$ cat config.mk
export PLATFORM = sky130hd
export DESIGN_NAME = fsm_upload_flit
export DESIGN_NICKNAME = d
export VERILOG_FILES = /design/src/rtl/flit_pkg.sv /design/src/rtl/upload_flit_rf.sv /design/src/rtl/fsm_upload_flit.sv
export SDC_FILE = /design/constraint.sdc
export NUM_CORES = 1
export LEC_CHECK = 0
export ABC_AREA = 1
export CAP_MARGIN = 30
export CELL_PAD_IN_SITES_DETAIL_PLACEMENT = 1
export CELL_PAD_IN_SITES_GLOBAL_PLACEMENT = 2
export CORE_AREA = 2 2 172 174
export DETAILED_ROUTE_END_ITERATION = 6
export DIE_AREA = 0 0 174 176
export DONT_BUFFER_PORTS = 1
export GPL_TIMING_DRIVEN = 0
export PLACE_DENSITY = 0.83
export SLEW_MARGIN = 15
export SYNTH_ARGS = -nofsm -noshare
export SYNTH_HDL_FRONTEND = slang
export SYNTH_SLANG_ARGS = --single-unit
$ cat constraint.sdc
create_clock -name clk -period 1.6 [get_ports clk]
set_clock_uncertainty 0.15 [all_clocks]
set_input_delay 0.24 -clock clk [delete_from_list [all_inputs] [get_ports clk]]
set_output_delay 0.24 -clock clk [all_outputs]
set_load 0.02 [all_outputs]
$ cat src/rtl/flit_pkg.sv
// Shared flit definitions for the OUT_local upload path.
// Covers widths, message lengths, ctrl encodings and the upload state encoding.
package flit_pkg;

  localparam int FLIT_W    = 16;
  localparam int CTRL_W    = 2;
  localparam int CNT_W     = 4;
  localparam int SHORT_LEN = 3;
  localparam int LONG_LEN  = 11;

  localparam logic [CNT_W-1:0] SHORT_LEN_C = 4'd3;
  localparam logic [CNT_W-1:0] LONG_LEN_C  = 4'd11;

  localparam logic [CTRL_W-1:0] CTRL_HEAD = 2'b01;
  localparam logic [CTRL_W-1:0] CTRL_BODY = 2'b10;
  localparam logic [CTRL_W-1:0] CTRL_TAIL = 2'b11;

  typedef enum logic [0:0] {
    ST_IDLE = 1'b0,
    ST_SEND = 1'b1
  } upload_state_t;

  // Head wins over tail so a degenerate length-1 message would still carry a head marker.
  function automatic logic [CTRL_W-1:0] flit_ctrl(input logic [CNT_W-1:0] idx,
                                                  input logic [CNT_W-1:0] len);
    logic [CTRL_W-1:0] ctrl;
    if (idx == 4'd0) begin
      ctrl = CTRL_HEAD;
    end else if (idx == (len - 4'd1)) begin
      ctrl = CTRL_TAIL;
    end else begin
      ctrl = CTRL_BODY;
    end
    return ctrl;
  endfunction

endpackage

$ cat src/rtl/upload_flit_rf.sv
// 11x16 flit register file: all entries load together, one entry is read by index.
module upload_flit_rf
  import flit_pkg::*;
(
  input  logic                             clk,
  input  logic                             rst,
  input  logic                             load,
  input  logic [LONG_LEN-1:0][FLIT_W-1:0]  wr_data,
  input  logic [CNT_W-1:0]                 rd_idx,
  output logic [FLIT_W-1:0]                rd_data
);

  logic [LONG_LEN-1:0][FLIT_W-1:0] regs_r;

  // Capture the whole message in one cycle.
  always_ff @(posedge clk) begin
    if (!rst) begin
      regs_r <= '0;
    end else if (load) begin
      regs_r <= wr_data;
    end
  end

  // Indices past the last entry read as zero.
  always_comb begin
    rd_data = '0;
    if (rd_idx < LONG_LEN_C) begin
      rd_data = regs_r[rd_idx];
    end else begin
      rd_data = '0;
    end
  end

endmodule

$ cat src/rtl/fsm_upload_flit.sv
// Upload FSM: captures a 3- or 11-flit message and serializes it as {ctrl, flit}
// into the OUT_local request or reply FIFO, stalling while the selected FIFO is full.
module fsm_upload_flit
  import flit_pkg::*;
(
  input  logic                     clk,
  input  logic                     rst,
  input  logic                     msg_valid,
  input  logic                     msg_is_rep,
  input  logic                     msg_long,
  input  logic [FLIT_W-1:0]        head_flit,
  input  logic [FLIT_W-1:0]        addrHI_flit,
  input  logic [FLIT_W-1:0]        addrLO_flit,
  input  logic [FLIT_W-1:0]        data1HI_flit,
  input  logic [FLIT_W-1:0]        data1LO_flit,
  input  logic [FLIT_W-1:0]        data2HI_flit,
  input  logic [FLIT_W-1:0]        data2LO_flit,
  input  logic [FLIT_W-1:0]        data3HI_flit,
  input  logic [FLIT_W-1:0]        data3LO_flit,
  input  logic [FLIT_W-1:0]        data4HI_flit,
  input  logic [FLIT_W-1:0]        data4LO_flit,
  output logic                     msg_ack,
  output logic                     upload_busy,
  output logic                     upload_done,
  input  logic                     req_fifo_full,
  input  logic                     rep_fifo_full,
  output logic                     en_push_req,
  output logic                     en_push_rep,
  output logic [CTRL_W+FLIT_W-1:0] out_flit
);

  upload_state_t                   state_r;
  logic [CNT_W-1:0]                cnt_r;
  logic [CNT_W-1:0]                len_r;
  logic                            sel_rep_r;
  logic                            upload_done_r;

  logic                            load_s;
  logic                            sel_full_s;
  logic [FLIT_W-1:0]               rd_flit_s;
  logic [LONG_LEN-1:0][FLIT_W-1:0] flit_bus_s;

  // Entry 0 is the head flit, entry 10 the last data flit.
  assign flit_bus_s = {data4LO_flit, data4HI_flit, data3LO_flit, data3HI_flit,
                       data2LO_flit, data2HI_flit, data1LO_flit, data1HI_flit,
                       addrLO_flit, addrHI_flit, head_flit};

  assign load_s     = (state_r == ST_IDLE) && msg_valid;
  assign sel_full_s = sel_rep_r ? rep_fifo_full : req_fifo_full;

  upload_flit_rf u_rf (
    .clk     (clk),
    .rst     (rst),
    .load    (load_s),
    .wr_data (flit_bus_s),
    .rd_idx  (cnt_r),
    .rd_data (rd_flit_s)
  );

  // State, flit counter, target selection and the done pulse.
  always_ff @(posedge clk) begin
    if (!rst) begin
      state_r       <= ST_IDLE;
      cnt_r         <= 4'd0;
      len_r         <= SHORT_LEN_C;
      sel_rep_r     <= 1'b0;
      upload_done_r <= 1'b0;
    end else begin
      upload_done_r <= 1'b0;
      case (state_r)
        ST_IDLE: begin
          if (msg_valid) begin
            sel_rep_r <= msg_is_rep;
            len_r     <= msg_long ? LONG_LEN_C : SHORT_LEN_C;
            cnt_r     <= 4'd0;
            state_r   <= ST_SEND;
          end
        end
        ST_SEND: begin
          if (!sel_full_s) begin
            if (cnt_r == (len_r - 4'd1)) begin
              state_r       <= ST_IDLE;
              cnt_r         <= 4'd0;
              upload_done_r <= 1'b1;
            end else begin
              cnt_r <= cnt_r + 4'd1;
            end
          end
        end
        default: begin
          state_r <= ST_IDLE;
          cnt_r   <= 4'd0;
        end
      endcase
    end
  end

  assign upload_done = upload_done_r;

  // Push and flit mux follow the selected FIFO's full flag within the same cycle.
  always_comb begin
    msg_ack     = 1'b0;
    upload_busy = 1'b0;
    en_push_req = 1'b0;
    en_push_rep = 1'b0;
    out_flit    = '0;
    case (state_r)
      ST_IDLE: begin
        msg_ack = msg_valid;
      end
      ST_SEND: begin
        upload_busy = 1'b1;
        if (!sel_full_s) begin
          en_push_rep = sel_rep_r;
          en_push_req = !sel_rep_r;
          out_flit    = {flit_ctrl(cnt_r, len_r), rd_flit_s};
        end else begin
          out_flit = '0;
        end
      end
      default: begin
        msg_ack = 1'b0;
      end
    endcase
  end

endmodule

After elaboration in Yosys (flattened, before gate mapping) --
Cells that the tools add are included.
Word-level totals: flip-flop bits (word level) 187, input bits 183, output and inout bits 23, logic and storage cells 55
Operators by class: add/sub/neg operators 2, magnitude comparators 2, equality and inequality tests 3, muxes and demuxes 24, bitwise logic cells 2, reductions and logical operators 6
Operators by type and width (count):
- $bmux 16 s4 | 1
- $mux 18 | 2
- $mux 16 | 2
- $mux 4 | 4
- $mux 1 | 12
- $pmux 4 s2 | 1
- $lt 4x5->1 const B | 1
- $add 4x1->4 const B | 1
- $eq 4x4->1 | 1
- $logic_not 4->1 | 1
- $lt 4x4->1 const B | 1
- $ne 2x2->1 const B | 2
- $reduce_and 2->1 | 2
- $sub 4x1->4 const B | 1
- $reduce_or 3->1 | 1
- $mux 2 | 1
- $not 1->1 | 2
- $pmux 1 s2 | 1
- $logic_and 1x1->1 | 1
- $logic_not 1->1 | 1

Depth between registers and ports, before layout --
depth after elaboration 6, depth in mapped cells 10, mapped depth without buffers 8

Hierarchy --
From an unflattened synthesis, not the netlist that was laid out.
Second synthesis, totals: cell total of the unflattened synthesis 1251, area, all modules 8369.3 um^2
Modules (own cells, without submodules):
- upload_flit_rf | instances 1, cells an instance 1151, area an instance 7758.7 um^2, sequential area each 3523.4 um^2
- fsm_upload_flit | instances 1, cells an instance 100, area an instance 610.6 um^2, sequential area each 160.2 um^2

Worst setup path after synthesis --
No wires, ideal clock.
path type flip-flop to output port, start reg cnt_r[1], end out out_flit[16], arrival time 1.408 ns, data required time 1.210 ns, setup slack -0.198 ns, cell stages (with the launch flop) 8, buffers on the path 3, cell sequence dfxtp_1 buf_2 inv_2 buf_4 buf_6 ha_1 nand2_1 a21oi_1
Between the ends: longest elaborated chain between the ends 5, elaborated cells between the ends (all ways) 6, classes of those cells eq/ne (1); mux (4); reduce/logical (1)
Ends and longest elaborated chain:
- start: declaration | line fsm_upload_flit.sv:33 | logic [CNT_W-1:0] cnt_r;
- start signal: assignment | line fsm_upload_flit.sv:86 | cnt_r <= cnt_r + 4'd1;
- $eq 4x4->1 | line flit_pkg.sv:29 | end else if (idx == (len - 4'd1)) begin
- $mux 1 | line flit_pkg.sv:29
- $mux 2 * | line flit_pkg.sv:27 | if (idx == 4'd0) begin
- $mux 18 * | line fsm_upload_flit.sv:113 | if (!sel_full_s) begin
- $mux 18 * | line fsm_upload_flit.sv:107 | case (state_r)
- end: declaration | line fsm_upload_flit.sv:29 | output logic [CTRL_W+FLIT_W-1:0] out_flit
Every way passes the cells marked *; elsewhere a longest branch is shown, timed or not.

Final worst setup path --
start reg sel_rep_r, end out out_flit[11]
Between the ends: longest elaborated chain between the ends 3
Ends and longest elaborated chain:
- start: declaration | line fsm_upload_flit.sv:35 | logic sel_rep_r;
- start signal: assignment | line fsm_upload_flit.sv:73 | sel_rep_r <= msg_is_rep;
- $mux 1 | line fsm_upload_flit.sv:49 | assign sel_full_s = sel_rep_r ? rep_fifo_full : req_fifo_full;
- $mux 18 | line fsm_upload_flit.sv:113
- $mux 18 | line fsm_upload_flit.sv:107
No other way between the ends.

==> flow_metrics.py <==
metrics = {
    "status": {
        "outcome": "complete, but fails checks",
        "violations": "negative setup slack",
    },
    "layout": {
        "multiInputGateArea_um2": 4170,
        "final_util": 0.445,
        "syn_to_final_growth_pct": 49.7,
        "drive_gt1_frac": 0.183,
        "nNetsFinal": 1676,
        "fillers": 3538,
        "seq_area_um2": 3700,
        "n_antenna_cell": 0,
    },
    "synth": {
        "yosysTopAreaCellShare": 0.434,
        "ys_top_cells_by_count": "302 x nand2_1, 184 x dfxtp_1, 182 x inv_1, 182 x o21ai_0, 168 x a21oi_1",
        "synth_top_area_cell": "dfxtp_1",
        "synth-seq-cells": 184,
        "synth_seq_area_share": 0.434,
        "synth.net_count": 1452,
        "yosysMostFrequentCell": "nand2_1",
        "synth_warnings": 0,
        "synth_area_leaders": "dfxtp_1 43%, nand2_1 13%, o21ai_0 11%, a21oi_1 9.9%, inv_1 8.0%",
        "synthCells": 1266,
        "synth_edf_count": 0,
        "synth_async_sr_flop_share": 0,
        "ys.flop_type": "dfxtp_1",
        "ys_types": 21,
        "syn_avg_cell_area_um2": 6.71,
        "synthesis.area_um2": 8490,
    },
    "sta": {
        "finalSetupViolCount": 21,
        "timing.fmax_mhz": 455,
        "fin_crit_ns": 2.20,
        "rsz0062_at_grt": "true",
        "fin_crit_sh": 1.38,
        "relSlewSlack": 0.472,
        "final.setup.worst_slack_ns": -0.600,
        "slew_violations": 0,
        "tightest_slew_ns": 0.792,
        "hold_viol": 0,
    },
    "route": {
        "ant_nets": 0,
        "vias_per_cell": 4.85,
        "drc": 0,
        "finalWirelength_mm": 36.7,
        "wl_per_cell_um": 19.4,
        "drt_iter0_markers": 519,
        "vias": 9157,
        "first_pass_iters": 5,
    },
    "floorplan": {
        "initial_utilization": 0.297,
        "die-area_um2": 30600,
        "ios": 206,
        "row_count": 62,
        "die_h_um": 176,
        "die_width_um": 174,
        "core-area_um2": 28500,
    },
    "critical_path": {
        "worst_path_max_delay_cell": "dfxtp_4",
        "worstPathMaxFanout": 9,
        "crit_required_ns": 1.21,
        "worstPathArrival_ns": 1.81,
        "r2r_cells": 8,
        "worstSetupEndpointType": "primary output",
        "path_cells": "inv_2, nand2_1, nand3_4, nor2_4, buf_6, buf_16, nand2_4, inv_4",
        "cp-start-kind": "flip-flop",
        "cpPeakStageDelay_ns": 0.38,
        "crit_type": "reg2out",
        "r2r_setup_slack_ns": 0.01,
    },
    "worst_hold_path": {
        "whs_path_depth": 3,
        "min_path_type": "in2reg",
    },
    "clock_network": {
        "insertion_delay_ns": 0.44,
        "htree_levels": 4,
        "cts_tree": "done",
        "clockBufferDepth": 2,
        "clk_pin_slew_ns": 0.07,
        "cts_buffers": 17,
        "cts.sinks": 184,
        "clockRootBuffer": "clkbuf_16",
    },
    "global_route": {
        "grt_pass1_wl_mm": 54.0,
        "grt_pass1_vias": 9511,
        "grt_start_max_net_pins": 19,
        "grt-ovfl-total": 0,
        "antenna_found_initial": 0,
        "track_usage": 0.234,
    },
    "power_and_ir_drop": {
        "ir_drop_uv": 614,
        "power_density_nw_per_um2": 956,
        "finalPower_uw": 12100,
        "power.leakage_uw": 0.00570,
    },
    "flow_run": {
        "cap_violations": 0,
    },
    "placed_design": {
        "place_hpwl_mm": 25.4,
        "gp_congestion": 0.834,
        "port_buffers": 0,
    },
}
flip-flops by register name, indices dropped and copies added, names as in the netlist:
register     flops
cnt_r            4
upload_done      1
len_r            1
u_rf.regs_r    176
sel_rep_r        1
state_r          1
through the flow:
step           cells  TNS (ns)  worst slack [ns]  hold WS (ns)  instance area (µm²)
6_report        1887    -10.37            -0.600        0.0439                12700
5_1_grt         1887    -11.92            -0.657        0.0420                12700
3_5_place_dp    1650    -52.98            -0.674         0.270                 9040
2_1_floorplan   1266   -0.0116           -0.0116         0.254                 8560
4_1_cts         1882    -17.56            -0.607        0.0156                12300
3_3_place_gp    1650    -47.60            -0.678         0.263                 9040
per-layer routing:
metal	vias to the layer above	wire length, µm	global-route usage	part of all wire
met5	-	0	0	0
met4	0	837	0.0718	0.023
met3	50	1490	0.0345	0.041
met2	221	18100	0.408	0.49
met1	4399	16200	0.300	0.44
li1	4487	-	-	-
what timing repair did:
action / in CTS / in global routing
endpoints found under the hold margin: 179 / 0
buffers inserted: 18 / 3
resized for setup: 269 / 151
endpoints found under the setup margin: 198 / 203
hold buffers: 179 / 0
cloned: 4 / 3
pin swaps: 12 / 21
final timing paths:
| check | from | to |
|---|---|---|
| min reg2reg | u_rf.regs_r[148]$_SDFFE_PN0P_ | u_rf.regs_r[148]$_SDFFE_PN0P_ |
| max | sel_rep_r$_SDFFE_PN0P_ | out_flit[11] |
| min | req_fifo_full | upload_done$_SDFF_PP0_ |
| max reg2reg | cnt_r[0]$_SDFFE_PN0P_ | cnt_r[2]$_SDFFE_PN0P_ |
power breakdown:
part	internal, µW	switching (µW)
Combinational	1110	1590
Sequential	4930	114
Clock	2270	2130
layout make-up:
cell class,count,share of cell area
tap,384,0.0378
clock inverter,14,0.0123
buffer,90,0.0666
timing repair buffer,206,0.169
multi-input combinational,802,0.328
sequential,184,0.291
inverter,189,0.0608
clock buffer,18,0.0346
worst max-delay path, delay by kind of cell, from the launching register on:
| kind | cells | cell delay (ns) |
|---|---|---|
| flip-flops | 1 | 0.38 |
| buffers and inverters | 4 | 0.40 |
| AND/OR/NAND/NOR | 4 | 0.58 |
cell usage in the layout (no fill, tap or decap), drive strengths merged:
master       instances
o21ai              182
clkinv               6
clkbuf              50
nor3                 3
bufbuf               1
nand4                1
bufinv               1
dlygate4sd3        179
nand2              302
a21oi              168
dfxtp              184
inv                196
nand3              103
nor2                40
ha                   3
buf                 84
cell families (layout without fill, tap and decap cells):
| group | count (synthesis) | after routing | synth area share |
|---|---|---|---|
| AND/OR/NAND/NOR | 449 | 449 | 0.217 |
| AO/OA/AOI/OAI | 350 | 350 | 0.206 |
| buffers and inverters | 280 | 517 | 0.139 |
| flip-flops | 184 | 184 | 0.434 |
| adder cells (fa/ha/maj) | 3 | 3 | 0.00442 |
Note: power is estimated with default switching activity, not from simulation.
==> RTL change 1, RTL diff (same settings) <==
Change the package constant `FLIT_W` from 16 to 24.
--- a/src/rtl/flit_pkg.sv
+++ b/src/rtl/flit_pkg.sv
@@ -2,7 +2,7 @@
 // Covers widths, message lengths, ctrl encodings and the upload state encoding.
 package flit_pkg;
 
-  localparam int FLIT_W    = 16;
+  localparam int FLIT_W    = 24;
   localparam int CTRL_W    = 2;
   localparam int CNT_W     = 4;
   localparam int SHORT_LEN = 3;
Interface: changed (12 resized); port bits go from 206 to 302. The function was not compared with the original's and may differ.
==> RTL change 1 against the unedited design <==
- the flow still finishes with violations (setup timing)
- sequential power grew 51%
- via count grew 80%
- combinational power grew 69%
- area after synthesis grew 48%
- wire length grew 120%
- total power grew 62%
- worst setup slack lost 0.50 ns
- hold slack gained 0.034 ns
- register-to-register slack lost 0.45 ns
- final area grew 50%
- sequential cell count grew 88
- critical path type unchanged
- largest power group unchanged
==> RTL change 1: results (changes against the unedited design) <==
Run status
  – Outcome: complete, but fails checks
  – Violated checks: setup timing

Placed design
  – Final weighted congestion in routability-driven placement: 0.9590 (+15%)
  – DP Worst Slack: -0.5324 ns (+0.1412 ns)
  – Placed cell areas: 13130 um^2 (+45%)

Hold path
  – Hold wc startpoint: rep_fifo_full

Synth
  – Yosys cell types: 23 (+9.5%)
  – Ranking of synthesized cells by instance count: sky130_fd_sc_hd__nand2_1 (531), sky130_fd_sc_hd__dfxtp_1 (272), sky130_fd_sc_hd__o21ai_0 (268)
  – Area fraction of the dominant cell type after synthesis: 0.4343 (+0.0004970)
  – Xor/xnor share of the synthesized area: 0.0006986 (+0.0006986)

Clock network
  – Postcts setup bufs: 12 (-6)
  – Total number of clock tree sinks: 272 (+48%)
  – Hold Buf Count CTS: 267 (+49%)
  – Number of instances resized during post-cts repair: 283 (+5.2%)

Cells and area
  – Area overhead of the layout relative to synthesis: 52.16%
  – Nets: 2515 (+50%)
  – Non-clock buffering overhead in the final layout: 0.2313 (-0.004088)
  – ANT cells: 6 (+6)
  – Layout Cells excl Fill: 2651 (+40%)
  – Ratio of cells with drive above 1 in the final layout: 0.2012 (+0.01827)
  – Fillers: 3462 (-2.1%)
  – Multi-input gate area: 6948 um^2 (+67%)

STA
  – Worst-case setup margin in the final layout: -1.098 ns (-0.4982 ns)
  – Setup Total Neg Slack: -31.56 ns (-21.19 ns)
  – Hold WS: 0.07829 ns (+0.03438 ns)
  – Setup violation total in the final timing report: 155 (+640%)

Power
  – Net Sw Power: 0.006523 W (+70%)
  – Share of total power consumed by net switching: 0.3321 (+0.01662)

GRT
  – All-layer global routing usage: 0.4260 (+0.1919)
  – Initial antenna violation count: 5 (+5)
  – Largest net degree at the start of global routing: 16 (-3)

Worst setup path
  – Worst-case reg-to-reg path depth: 7 (-1)
  – Highest cell delay on the worst timing path: 0.34 ns (-0.04 ns)

Detailed routing
  – Number of vias per cell after detailed routing: 6.215 (+28%)
  – DR WL/cell: 30.06 um (+55%)
==> RTL change 1: changes by cell type after synthesis, moves of 2 or more <==
cell | unedited run | this run
sky130_fd_sc_hd__a21oi_1 | 168 | 154
sky130_fd_sc_hd__buf_2 | 37 | 71
sky130_fd_sc_hd__buf_4 | 5 | 9
sky130_fd_sc_hd__buf_6 | 8 | 12
sky130_fd_sc_hd__clkbuf_1 | 37 | 45
sky130_fd_sc_hd__dfxtp_1 | 184 | 272
sky130_fd_sc_hd__inv_1 | 182 | 177
sky130_fd_sc_hd__inv_2 | 6 | 4
sky130_fd_sc_hd__nand2_1 | 302 | 531
sky130_fd_sc_hd__nand3_1 | 102 | 108
sky130_fd_sc_hd__nor2_1 | 36 | 240
sky130_fd_sc_hd__o21ai_0 | 182 | 268
==> RTL change 1: layer usage <==
layer,global-route usage,vias up
li1,-,6695
met1,0.5183,7941
met2,0.7344,1339
met3,0.06568,498
met4,0.2150,2
met5,0,-
==> RTL change 2, RTL diff (same settings) <==
Made on the original files. Reset style: asynchronous (`rst`), changed in 2 clocked blocks.
--- a/src/rtl/upload_flit_rf.sv
+++ b/src/rtl/upload_flit_rf.sv
@@ -13,7 +13,7 @@
   logic [LONG_LEN-1:0][FLIT_W-1:0] regs_r;
 
   // Capture the whole message in one cycle.
-  always_ff @(posedge clk) begin
+  always_ff @(posedge clk or negedge rst) begin
     if (!rst) begin
       regs_r <= '0;
     end else if (load) begin
--- a/src/rtl/fsm_upload_flit.sv
+++ b/src/rtl/fsm_upload_flit.sv
@@ -58,7 +58,7 @@
   );
 
   // State, flit counter, target selection and the done pulse.
-  always_ff @(posedge clk) begin
+  always_ff @(posedge clk or negedge rst) begin
     if (!rst) begin
       state_r       <= ST_IDLE;
       cnt_r         <= 4'd0;
Function: differs if rst is asserted again (counterexample within 4 cycles, from zero or initial values and one cycle with rst low); with rst held inactive, the same outputs for 4 cycles.
==> RTL change 2 against the unedited design <==
- the flow finishes with violations (hold timing, setup timing)
- sequential cell count unchanged
- wire length grew 17%
- area after synthesis up 4.6%
- maximum frequency shrank 9.3%
- worst setup slack got worse by 0.23 ns
- sequential share of layout area is 0.59 points higher
- final area increased by 22%
- first-iteration DRC count down 7.9%
- critical path type unchanged
- largest cell class unchanged
Power is not compared: it rests on default switching activity, and its combinational part moved more than twofold at a synthesized area within 25%.
==> RTL change 2: results (changes against the unedited design) <==
Cells and area
  – Non-clock buffering overhead in the final layout: 0.2505 (+0.01504)
  – Number of multi-input combinational cells: 807 (+0.62%)
  – ANT cells: 2 (+2)
  – Ratio of cells with drive above 1 in the final layout: 0.3729 (+0.1900)
  – Final clock-cell share: 0.03998 (-0.006885)

Run status
  – Outcome: complete, but fails checks
  – Violated checks: hold timing, setup timing

Placed design
  – Detailed-placement wirelength estimate: 24750 um (-2.6%)
  – Placed cell areas: 9563 um^2 (+5.8%)

STA
  – Worst-case setup margin in the final layout: -0.8256 ns (-0.2254 ns)
  – Setup violation total in the final timing report: 205 (+880%)
  – Final hold vios: 184 (+184)
  – Hold WS: -0.6705 ns (-0.7144 ns)

Detailed routing
  – Vias: 9346 (+2.1%)
  – DR WL/cell: 23.34 um (+20%)
  – Number of DRC markers in iteration 0: 478 (-7.9%)

Synth
  – Fraction of registers with async set or reset after synthesis: 1.000 (+1.000)
  – Ranking of synthesized cells by area: sky130_fd_sc_hd__dfrtp_1 (52%), sky130_fd_sc_hd__nand2_1 (20%), sky130_fd_sc_hd__o21ai_0 (7.5%)
  – Compound-Gate Fraction of Synth Area: 0.09548 (-0.1108)
  – Share of the yosys chip area belonging to registers: 0.5182 (+0.08440)
  – Post-synth top flop: sky130_fd_sc_hd__dfrtp_1

Clock network
  – Number of instances resized during post-cts repair: 306 (+14%)

GRT
  – Number of global-route vias before repair: 9718 (+2.2%)
  – All-layer global routing usage: 0.2443 (+0.01023)
  – Wire length of the first global-routing pass: 56640 um (+5.0%)

Worst setup path
  – Cell type of the slowest stage on the worst timing path: sky130_fd_sc_hd__dfrtp_1
  – Internal reg-to-reg setup slack: -0.51 ns (-0.52 ns)
RTL change 2: cell count changes in the layout (fill, tap and decap cells not counted), sizes merged, moves of 3 or more:
cell / delta
dfrtp: +184
dfxtp: -184
nand2: +160
a21oi: -150
inv: -72
o21ai: -33
buf: +16
nand3: +13
nor2: +13
clkinvlp: +3
RTL change 2: worst register-to-register path, delay by kind of cell (launching register included):
kind,cells,cell delay (ns)
flops,1,0.48
simple gates,3,0.21
buf+inv,10,1.17
RTL change 2: worst paths after layout:
path,from,endpoint
setup / recovery,cnt_r[0]$_DFFE_PN0P_,out_flit[15]
hold / removal,rst,u_rf.regs_r[39]$_DFFE_PN0P_
setup reg to reg,state_r$_DFF_PN0_,u_rf.regs_r[10]$_DFFE_PN0P_
hold reg to reg,u_rf.regs_r[11]$_DFFE_PN0P_,u_rf.regs_r[11]$_DFFE_PN0P_
max in group asynchronous,rst,u_rf.regs_r[146]$_DFFE_PN0P_
min in group clk,req_fifo_full,upload_done$_DFF_PN0_
